**config.mk**
```make
export PLATFORM = sky130hd
export DESIGN_NAME = osc_sequencer_flat
export DESIGN_NICKNAME = d
export VERILOG_FILES = /design/src/rtl/osc_sequencer_pkg.sv /design/src/rtl/osc_sequencer_if.sv /design/src/rtl/osc_sequencer_sample_tick_gen.sv /design/src/rtl/osc_sequencer.sv /design/src/flat_wrapper.sv
export SDC_FILE = /design/constraint.sdc
export NUM_CORES = 1
export LEC_CHECK = 0
export ABC_CLOCK_PERIOD_IN_PS = 5600
export CAP_MARGIN = 20
export CORE_MARGIN = 1
export CORE_UTILIZATION = 60
export CTS_BUF_LIST = sky130_fd_sc_hd__clkbuf_8
export DETAILED_ROUTE_END_ITERATION = 8
export DONT_BUFFER_PORTS = 1
export GPL_TIMING_DRIVEN = 0
export HOLD_SLACK_MARGIN = 0.1
export PLACE_DENSITY = 0.81
export SYNTH_ARGS = -nofsm -noshare
export SYNTH_HDL_FRONTEND = slang
export SYNTH_SLANG_ARGS = --single-unit
```
**constraint.sdc**
```tcl
create_clock -name Fg_CLK -period 5.6 [get_ports Fg_CLK]
set_clock_uncertainty 0.15 [all_clocks]
set_input_delay 1.12 -clock Fg_CLK [delete_from_list [all_inputs] [get_ports Fg_CLK]]
set_output_delay 1.12 -clock Fg_CLK [all_outputs]
set_load 0.03 [all_outputs]
```
**src/rtl/osc_sequencer_pkg.sv**
```systemverilog
// Shared definitions for the oscillator sequencer: state encoding,
// default sizing and small state-classification helpers.
package osc_pkg;

  localparam int unsigned TIMEOUT_DEF = 255;
  localparam int unsigned DIV_W_DEF   = 16;
  localparam int unsigned FREQ_W      = 16;
  localparam int unsigned COEF_W      = 32;
  localparam int unsigned MODE_W      = 3;

  typedef enum logic [2:0] {
    IDLE      = 3'd0,
    FETCH     = 3'd1,
    LOAD      = 3'd2,
    RUN       = 3'd3,
    UPD_FETCH = 3'd4,
    UPD_PULSE = 3'd5
  } osc_state_e;

  // States that hold a coefficient request open
  function automatic logic is_fetch(input osc_state_e s);
    return (s == FETCH) || (s == UPD_FETCH);
  endfunction

  // States in which the sample divider runs
  function automatic logic is_running(input osc_state_e s);
    return (s == RUN) || (s == UPD_FETCH) || (s == UPD_PULSE);
  endfunction

endpackage

```
**src/rtl/osc_sequencer_if.sv**
```systemverilog
// Coefficient fetch bus between the sequencer and the coefficient store.
interface osc_sequencer_if;
  import osc_pkg::*;

  logic              CoefReq;
  logic [FREQ_W-1:0] CoefAddr;
  logic              CoefAck;
  logic [COEF_W-1:0] CoefSinx;
  logic [COEF_W-1:0] CoefCos2x;

  modport master (
    output CoefReq,
    output CoefAddr,
    input  CoefAck,
    input  CoefSinx,
    input  CoefCos2x
  );

  modport slave (
    input  CoefReq,
    input  CoefAddr,
    output CoefAck,
    output CoefSinx,
    output CoefCos2x
  );

endinterface

```
**src/rtl/osc_sequencer_sample_tick_gen.sv**
```systemverilog
// Sample-step divider: one tick every period+1 running cycles, restarting
// from zero whenever clear is asserted.
module sample_tick_gen
  import osc_pkg::*;
#(
  parameter int unsigned DIV_W = DIV_W_DEF
) (
  input  logic             Fg_CLK,
  input  logic             RESET,
  input  logic             clear,
  input  logic             run,
  input  logic [DIV_W-1:0] period,
  output logic             tick
);

  logic [DIV_W-1:0] cnt;

  assign tick = run && (cnt == period);

  // Count running cycles, wrapping on each tick
  always_ff @(posedge Fg_CLK or posedge RESET) begin
    if (RESET) begin
      cnt <= '0;
    end else if (clear) begin
      cnt <= '0;
    end else if (run) begin
      cnt <= tick ? '0 : cnt + DIV_W'(1);
    end
  end

endmodule

```
**src/rtl/osc_sequencer.sv**
```systemverilog
// Oscillator sequencer: fetches sin/cos2 coefficients for the current
// frequency word, loads the oscillator, then paces it with Enable strobes
// while servicing frequency changes on the fly.
module osc_sequencer
  import osc_pkg::*;
#(
  parameter int unsigned TIMEOUT = TIMEOUT_DEF,
  parameter int unsigned DIV_W   = DIV_W_DEF
) (
  input  logic              Fg_CLK,
  input  logic              RESET,
  input  logic              Start,
  input  logic              Stop,
  input  logic [FREQ_W-1:0] FreqWord,
  input  logic              FreqWr,
  input  logic [MODE_W-1:0] ModeIn,
  input  logic [DIV_W-1:0]  SampleDiv,
  osc_sequencer_if.master   coef,
  output logic              Ready,
  output logic              Enable,
  output logic              FreqChng,
  output logic [COEF_W-1:0] sinx,
  output logic [COEF_W-1:0] cos2x,
  output logic [MODE_W-1:0] mode,
  output logic              Busy,
  output logic              Error
);

  localparam int unsigned     TO_W    = (TIMEOUT >= 2) ? $clog2(TIMEOUT) : 1;
  localparam logic [TO_W-1:0] TO_LAST = TO_W'(TIMEOUT - 1);

  osc_state_e        state_q, state_d;
  logic [FREQ_W-1:0] freq_q, freq_d, addr_q;
  logic              pending_q;
  logic [TO_W-1:0]   tcnt_q;
  logic [DIV_W-1:0]  div_q;
  logic              in_fetch, freq_wr_ok, pend_set;
  logic              start_go, fetch_go, ack_take, timeout_hit;

  assign in_fetch   = is_fetch(state_q);
  assign freq_wr_ok = FreqWr && !Stop;
  assign freq_d     = freq_wr_ok ? FreqWord : freq_q;
  // A write outside RUN cannot redirect the request already in flight, so it
  // is remembered and replayed as an update fetch once RUN is reached.
  assign pend_set   = freq_wr_ok &&
                      (state_q inside {FETCH, UPD_FETCH, LOAD, UPD_PULSE});

  assign coef.CoefReq  = in_fetch;
  assign coef.CoefAddr = in_fetch ? addr_q : '0;
  assign Ready         = (state_q == LOAD);
  assign FreqChng      = (state_q == UPD_PULSE);
  assign Busy          = (state_q != IDLE);

  // State register
  always_ff @(posedge Fg_CLK or posedge RESET) begin
    if (RESET) begin
      state_q <= IDLE;
    end else begin
      state_q <= state_d;
    end
  end

  // Next-state and control strobes; Stop overrides everything
  always_comb begin
    state_d     = state_q;
    start_go    = 1'b0;
    fetch_go    = 1'b0;
    ack_take    = 1'b0;
    timeout_hit = 1'b0;
    case (state_q)
      IDLE: begin
        if (Start) begin
          state_d  = FETCH;
          start_go = 1'b1;
          fetch_go = 1'b1;
        end
      end
      FETCH, UPD_FETCH: begin
        if (coef.CoefAck) begin
          ack_take = 1'b1;
          state_d  = (state_q == FETCH) ? LOAD : UPD_PULSE;
        end else if (tcnt_q == TO_LAST) begin
          timeout_hit = 1'b1;
          state_d     = IDLE;
        end
      end
      LOAD:      state_d = RUN;
      RUN: begin
        if (FreqWr || pending_q) begin
          state_d  = UPD_FETCH;
          fetch_go = 1'b1;
        end
      end
      UPD_PULSE: state_d = RUN;
      default:   state_d = IDLE;
    endcase
    if (Stop) begin
      state_d     = IDLE;
      start_go    = 1'b0;
      fetch_go    = 1'b0;
      ack_take    = 1'b0;
      timeout_hit = 1'b0;
    end
  end

  // Frequency word, latched fetch address, pending update and request timer
  always_ff @(posedge Fg_CLK or posedge RESET) begin
    if (RESET) begin
      freq_q    <= '0;
      addr_q    <= '0;
      pending_q <= 1'b0;
      tcnt_q    <= '0;
    end else begin
      freq_q <= freq_d;
      if (fetch_go) begin
        addr_q <= freq_d;
      end
      if (Stop || start_go || fetch_go || timeout_hit) begin
        pending_q <= 1'b0;
      end else if (pend_set) begin
        pending_q <= 1'b1;
      end
      if (fetch_go) begin
        tcnt_q <= '0;
      end else if (in_fetch) begin
        tcnt_q <= tcnt_q + TO_W'(1);
      end
    end
  end

  // Oscillator-facing held values and the sticky timeout flag
  always_ff @(posedge Fg_CLK or posedge RESET) begin
    if (RESET) begin
      sinx  <= '0;
      cos2x <= '0;
      mode  <= '0;
      div_q <= '0;
      Error <= 1'b0;
    end else begin
      if (ack_take) begin
        sinx  <= coef.CoefSinx;
        cos2x <= coef.CoefCos2x;
      end
      if (start_go) begin
        mode  <= ModeIn;
        div_q <= SampleDiv;
        Error <= 1'b0;
      end else if (timeout_hit) begin
        Error <= 1'b1;
      end
    end
  end

  sample_tick_gen #(
    .DIV_W(DIV_W)
  ) u_tick (
    .Fg_CLK(Fg_CLK),
    .RESET (RESET),
    .clear (state_q == LOAD),
    .run   (is_running(state_q)),
    .period(div_q),
    .tick  (Enable)
  );

endmodule

```
**src/flat_wrapper.sv**
```systemverilog
// flat-port wrapper written by rule: the top's interface ports become plain ports
module osc_sequencer_flat import osc_pkg::*;
#(
  parameter int unsigned TIMEOUT = TIMEOUT_DEF,
  parameter int unsigned DIV_W   = DIV_W_DEF
)
  (Fg_CLK, RESET, Start, Stop, FreqWord, FreqWr, ModeIn, SampleDiv, Ready, Enable, FreqChng, sinx, cos2x, mode, Busy, Error, coef_CoefReq, coef_CoefAddr, coef_CoefAck, coef_CoefSinx, coef_CoefCos2x);
  osc_sequencer_if coef_i ();
  input  logic Fg_CLK;
  input  logic RESET;
  input  logic Start;
  input  logic Stop;
  input  logic [FREQ_W-1:0] FreqWord;
  input  logic FreqWr;
  input  logic [MODE_W-1:0] ModeIn;
  input  logic [DIV_W-1:0] SampleDiv;
  output logic Ready;
  output logic Enable;
  output logic FreqChng;
  output logic [COEF_W-1:0] sinx;
  output logic [COEF_W-1:0] cos2x;
  output logic [MODE_W-1:0] mode;
  output logic Busy;
  output logic Error;
  output wire logic [$bits(coef_i.CoefReq)-1:0] coef_CoefReq;
  output wire logic [$bits(coef_i.CoefAddr)-1:0] coef_CoefAddr;
  input wire logic [$bits(coef_i.CoefAck)-1:0] coef_CoefAck;
  input wire logic [$bits(coef_i.CoefSinx)-1:0] coef_CoefSinx;
  input wire logic [$bits(coef_i.CoefCos2x)-1:0] coef_CoefCos2x;
  assign coef_CoefReq = coef_i.CoefReq;
  assign coef_CoefAddr = coef_i.CoefAddr;
  assign coef_i.CoefAck = coef_CoefAck;
  assign coef_i.CoefSinx = coef_CoefSinx;
  assign coef_i.CoefCos2x = coef_CoefCos2x;
  osc_sequencer #(.TIMEOUT(TIMEOUT), .DIV_W(DIV_W)) u_core (.Fg_CLK(Fg_CLK), .RESET(RESET), .Start(Start), .Stop(Stop), .FreqWord(FreqWord), .FreqWr(FreqWr), .ModeIn(ModeIn), .SampleDiv(SampleDiv), .coef(coef_i), .Ready(Ready), .Enable(Enable), .FreqChng(FreqChng), .sinx(sinx), .cos2x(cos2x), .mode(mode), .Busy(Busy), .Error(Error));
endmodule
```
==> results.toml, run 1 <==
[status]
status = "finished clean"

[placement]
dp_hpwl_um = 8720
placed_area_um2 = 6660
pre_cts_slack_ns = 2.29
numPortBuffers = 0
place_congestion = 0.855

[floorplan]
core-area_um2 = 10400
io_pins = 194
initial_core_util_pct = 62.3
die_w_um = 106
die-height_um = 106
die-area_um2 = 11200
num_rows = 37

[grt]
antenna_found_initial = 0
grt-ovfl-total = 0
grtUsageMet3_pct = 8.53
grt_pass1_vias = 3862
grt_pass1_wl_um = 19800
busiest_layer = "met2"
grt_usage_pct = 23.3
grt_max_degree = 76
grt_util_met1_pct = 29.5
grtUsageMet2_pct = 36.4

[synth]
ys_seq_area_share_pct = 55.8
synth_top_area_cell = "dfrtp_1"
synth_area_leaders = "dfrtp_1 (56%), mux2_4 (14%), mux2_2 (9.6%), xor2_1 (3.8%), buf_12 (1.9%)"
syn_area_um2 = 6460
synthArstFlopShare_pct = 100
syn_avg_cell_area_um2 = 13.9
post_synth_num_cell_types = 40
ys_seq_elements = 144
yosysWarnings = 0
ys.flop_type = "dfrtp_1"
synth_edf_count = 0
syn-num-nets = 572
synth_most_common_cell = "dfrtp_1"
synth_top_cell_area_share_pct = 55.8
ys_top_cells_by_count = "dfrtp_1 (144), mux2_4 (60), mux2_2 (55)"
netlist_instances = 464

[power_and_ir_drop]
p_switching_mw = 1.69
ir_drop_mv = 0.415
p_clk_share_pct = 20.1
total_power_mw = 4.25
p_leak_nw = 3.19
intPower_mw = 2.56
sequentialPowerShare_pct = 53.0
pwr-share-comb_pct = 27.0
p_per_area_nw_per_um2 = 601
switching_share_pct = 39.7

[worst_setup_path]
endpoint_kind = "output pin"
crit_path_start_kind = "flop"
path_cells = "clkbuf_1 -> xor2_1 -> nor4_1 -> nand4_1 -> nor2_1"
max_stage_delay_ns = 0.71
path_buf_inv = 1
crit_path_top_delay_cell = "nor2_1"
crit_required_ns = 4.33
arrival_ns = 2.53
critical_path_class = "reg2out"
cp_top_family = "simple AND/OR/NAND/NOR gates"
crit_fanout = 8

[timing]
maxSlewHeadroom_pct = 48.0
rsz0062_at_grt = "no"
final.setup.tns_ns = 0
post-route-period-util_pct = 67.8
timing_hold_violations_final = 0
fmax_ghz = 0.263
worst_slew_pin_slew_ns = 0.777
setup-violations-final = 0
finalCriticalPeriod_ns = 3.80
drv_slew = 0
worst_slack_ns = 1.80

[layout]
drive_above_1_share_pct = 34.1
fin_area_um2 = 7080
antenna_cells = 0
num-fill-cells = 771
nNetsFinal = 592
area_delta_synth_final_pct = 9.60

[clock_network]
clkTransAtPathRegs_ns = 0.08
cts_setup_buffers = 0
cts.path.max_buffers = 2
cts_htree_levels = 4
cts_tree = "built"
insertion_delay_ns = 0.44
root_buffer = "clkbuf_8"
post_cts_resized = 0
cts_buffers = 17
clock-sinks = 144
cts_hold_buf = 0

[route]
num_vias = 3668
drc = 0
drtPass1Iterations = 4
detail-route-antenna-nets = 0
wire_per_inst_um = 19.7
via_per_inst = 5.80
drtIter0Drc = 203
wl_um = 12500

[min_path]
hold_class = "reg2reg"

[run]
drv_cap = 0
cell usage in the layout (no fill, tap or decap), types with 4 or more instances in the layout:
cell and instances:
nand2_1 14, nand4_1 12, mux2_2 55, a21oi_1 4, nand3_1 10, inv_1 12, dfrtp_1 144, o21ai_0 12
clkbuf_8 22, buf_12 6, mux2_4 60, xor2_1 28, clkbuf_1 4, nor2_1 28, buf_2 8, xnor2_1 6
nor3_1 5, nor4_1 6, and2_1 16
kinds of logic after synthesis:
group / after synthesis / share of synthesized area [%]
flip-flops: 144 / 55.8
AO/OA/AOI/OAI: 32 / 3.21
multiplexers: 115 / 23.5
buffers and inverters: 31 / 3.87
adder cells (fa/ha/maj): 3 / 0.581
XOR/XNOR: 34 / 4.61
AND/OR/NAND/NOR: 105 / 8.42
flip-flops by register name, summed over array words and instances, names as in the netlist, 8 cells and up:
| name | flops |
|---|---|
| u_core.u_tick.cnt | 16 |
| u_core.div_q | 16 |
| u_core.freq_q | 16 |
| u_core.tcnt_q | 8 |
| u_core.cos2x | 32 |
| u_core.sinx | 32 |
| u_core.addr_q | 16 |
layer usage:
| metal | share of wire, % | vias to the layer above |
|---|---|---|
| met4 | 2.3 | 0 |
| met1 | 42 | 1848 |
| li1 | - | 1653 |
| met3 | 7.3 | 29 |
| met5 | 0 | - |
| met2 | 49 | 138 |
worst register-to-register path: stages, from the launching register on:
cell,delay (ns)
dfrtp_1,0.36
clkbuf_1,0.20
xor2_1,0.19
nor4_1,0.27
nand4_1,0.36
nor2_1,0.71
nor3_1,0.16
per-stage QoR:
stage,cells,hold slack (ns),util (%)
after floorplan,464,0.317,-
after global placement,600,0.326,63.9
after detailed placement,601,0.329,64.3
after CTS,632,0.347,68.3
after global routing,632,0.361,68.3
final,632,0.345,68.3
worst paths after layout:
check,from,cells past startpoint,slack [ns],to
max,u_core.u_tick.cnt[2],5,1.80,Enable
min,u_core.freq_q[8],1,0.34,u_core.freq_q[8]
max reg2reg,u_core.u_tick.cnt[2],6,3.05,u_core.u_tick.cnt[6]
min reg2reg,u_core.freq_q[8],1,0.34,u_core.freq_q[8]
max in group asynchronous,RESET,2,4.06,u_core.div_q[7]
min in group asynchronous,RESET,1,0.48,u_core.sinx[11]
power groups by stage:
stage               combinational, mW  sequential (mW)  clock [mW]
floorplan                        1.01             2.16           0
global placement                 1.11             2.25           0
detailed placement               1.15             2.26           0
CTS                              1.16             2.25       0.867
global route                     1.23             2.29       0.912
finish                           1.15             2.25       0.854
layout make-up:
type                            instances  area [um^2]  share of cell area, %
Sequential cell                       144         3600                   50.9
Multi-Input combinational cell        289         2610                   36.8
Clock buffer                           22          303                   4.28
Buffer                                 22          216                   3.06
Tap cell                              136          170                   2.40
Clock inverter                          9          115                   1.63
Inverter                                9         38.8                  0.548
Timing Repair Buffer                    1         27.5                  0.389
Power figures use the tool's default switching activity.
==> run 2, diff against run 1 <==
ABC_AREA = 1   (was not set)
ABC_CLOCK_PERIOD_IN_PS = 3100   (was 5600)
PLACE_DENSITY = 0.84   (was 0.81)
clock period = 3.1 ns   (was 5.6 ns; I/O delays follow)
==> run 2 against run 1 <==
Flip-flop and latch count unchanged. Cell count up 62%. Routed wire length up 19%. Die area up 2.2%. First-iteration DRC count up 37%. Global-route usage up 4.3 points. Total power up 67%. Combinational power up 50%. Clock power up 80%. Via count up 44%.
==> results.toml, run 2 <==
[layout]
num-fill-cells = 813
layout_common_cells = "nand2_1 (286), dfrtp_1 (144), inv_1 (135), o21ai_0 (87), nor2_1 (67)"
area_delta_synth_final_pct = 10.4
nNetsFinal = 980
antenna_cells = 0
layout_commonest_cell = "nand2_1"
reg_top3 = "u_core.cos2x x32, u_core.sinx x32"
final_util_pct = 69.4
drive_above_1_share_pct = 10.1
instances_no_fill = 1021

[floorplan]
die-area_um2 = 11400
core-area_um2 = 10500
initial_core_util_pct = 62.9
num_rows = 37
die_w_um = 107
die-height_um = 107
io_pins = 194

[worst_setup_path]
max_stage_delay_ns = 0.45
crit_required_ns = 2.33
path_buf_inv = 3
crit_path_start_kind = "flop"
arrival_ns = 2.26
path_cells = "nor2_1 -> nand2_1 -> o21ai_2 -> buf_4 -> inv_2 -> buf_2 -> nor2_2"
crit_fanout = 10
crit_path_top_delay_cell = "dfrtp_1"
critical_path_class = "reg2out"
cp_top_family = "simple AND/OR/NAND/NOR gates"
endpoint_kind = "output pin"

[grt]
grt-ovfl-total = 0
grt_pass1_wl_um = 24000
grt_max_degree = 46
grt_pass1_vias = 5057
grt_usage_pct = 27.7
antenna_found_initial = 0

[clock_network]
cts_htree_levels = 4
cts.path.max_buffers = 2
cts_tree = "built"
insertion_delay_ns = 0.45
clkTransAtPathRegs_ns = 0.08
root_buffer = "clkbuf_8"
cts_buffers = 17
clock-sinks = 144

[synth]
synth_top_cell_area_share_pct = 54.5
post_synth_num_cell_types = 28
synth_most_common_cell = "nand2_1"
ys_seq_elements = 144
ys_top_cells_by_count = "nand2_1 (286), dfrtp_1 (144), inv_1 (135)"
netlist_instances = 849
synth_top_area_cell = "dfrtp_1"
yosysWarnings = 0
syn_avg_cell_area_um2 = 7.78
synthArstFlopShare_pct = 100
syn_area_um2 = 6610
ys_seq_area_share_pct = 54.5
synth_edf_count = 0
syn-num-nets = 957
synth_area_leaders = "dfrtp_1 (55%), nand2_1 (16%), inv_1 (7.7%), o21ai_0 (6.6%), nor2_1 (4.4%)"
ys.flop_type = "dfrtp_1"

[route]
wire_per_inst_um = 14.5
drtPass1Iterations = 4
detail-route-antenna-nets = 0
wl_um = 14800
num_vias = 5283
drc = 0
drtIter0Drc = 279
via_per_inst = 5.17

[power_and_ir_drop]
p_leak_nw = 3.83
p_per_area_nw_per_um2 = 975
ir_drop_mv = 0.664

[timing]
fmax_ghz = 0.330
setup-violations-final = 0
worst_slew_pin_slew_ns = 0.667
final.setup.tns_ns = 0
drv_slew = 0
finalCriticalPeriod_ns = 3.03
rsz0062_at_grt = "yes"
timing_hold_violations_final = 0
post-route-period-util_pct = 97.7
maxSlewHeadroom_pct = 55.3

[placement]
dp_hpwl_um = 11100
place_congestion = 0.949
dp_cells = 988
numPortBuffers = 0

[status]
status = "finished clean"

[min_path]
hold_class = "in2reg"

[run]
drv_cap = 0
## run 2: worst register-to-register path, delay by kind of cell (launching register included)
family	cells	cell delay, ns
AOI/OAI and AO/OA	1	0.09
buffers and inverters	3	0.60
DFF	1	0.45
and+or+nand+nor	4	0.68
## run 2: final timing paths
| kind | from | slack [ns] | depth (start not counted) | endpoint |
|---|---|---|---|---|
| worst max-delay path | u_core.state_q[1] | 0.07 | 7 | coef_CoefAddr[14] |
| worst min-delay path | ModeIn[1] | 0.14 | 2 | u_core.mode[1] |
| max in group asynchronous | RESET | 1.40 | 4 | u_core.freq_q[2] |
| worst max register to register | u_core.state_q[1] | 1.04 | 8 | u_core.div_q[0] |
| worst min register to register | u_core.freq_q[0] | 0.32 | 2 | u_core.freq_q[0] |
| min in group asynchronous | RESET | 0.54 | 2 | u_core.sinx[13] |
## run 2: logic make-up after synthesis
family | synth area share (%)
AO/OA/AOI/OAI | 8.96
XOR/XNOR | 0.530
adder cells (fa/ha/maj) | 0.568
buffers and inverters | 10.0
flip-flops | 54.5
AND/OR/NAND/NOR | 25.4
## run 2: final cells by class
cell class / count / area (um^2) / area share [%]
Clock inverter: 12 / 140 / 1.92
Inverter: 139 / 526 / 7.20
Multi-Input combinational cell: 539 / 2370 / 32.5
Clock buffer: 20 / 275 / 3.77
Tap cell: 136 / 170 / 2.33
Sequential cell: 144 / 3600 / 49.4
Buffer: 27 / 141 / 1.94
Timing Repair Buffer: 4 / 70.1 / 0.960
## run 2: metrics by stage
| stage | hold slack, ns | total power, mW | worst slack (ns) | area (um^2) |
|---|---|---|---|---|
| floorplan | 0.288 | 5.06 | 0.525 | 6610 |
| global placement | 0.300 | 5.47 | -0.162 | 6780 |
| detailed placement | 0.305 | 5.57 | 0.451 | 6840 |
| CTS | 0.112 | 7.13 | -0.0527 | 7270 |
| global route | 0.117 | 7.56 | -0.0507 | 7300 |
| finish | 0.139 | 7.12 | 0.0722 | 7300 |
## run 2: metal layers
layer  global-route usage [%]  wire, um
met5                        0         0
met4                     9.78       236
met3                     8.39      1140
met2                     45.6      7160
met1                     34.6      6310
## run 2: what timing repair did
action                     in CTS  in global routing
hold endpoints to repair       21                  0
setup endpoints to repair      10                 11
gates resized for setup         2                  9
setup buffers                   0                  0
hold buffers                    1                  0
## run 2: report_power, final
part / leakage, nW / switching, mW / internal [mW] / total (mW)
Combinational: 1.78 / 1.18 / 0.548 / 1.73
Clock: 0.219 / 0.689 / 0.849 / 1.54
Sequential: 1.83 / 1.31 / 2.53 / 3.85
Total: 3.83 / 3.18 / 3.93 / 7.12
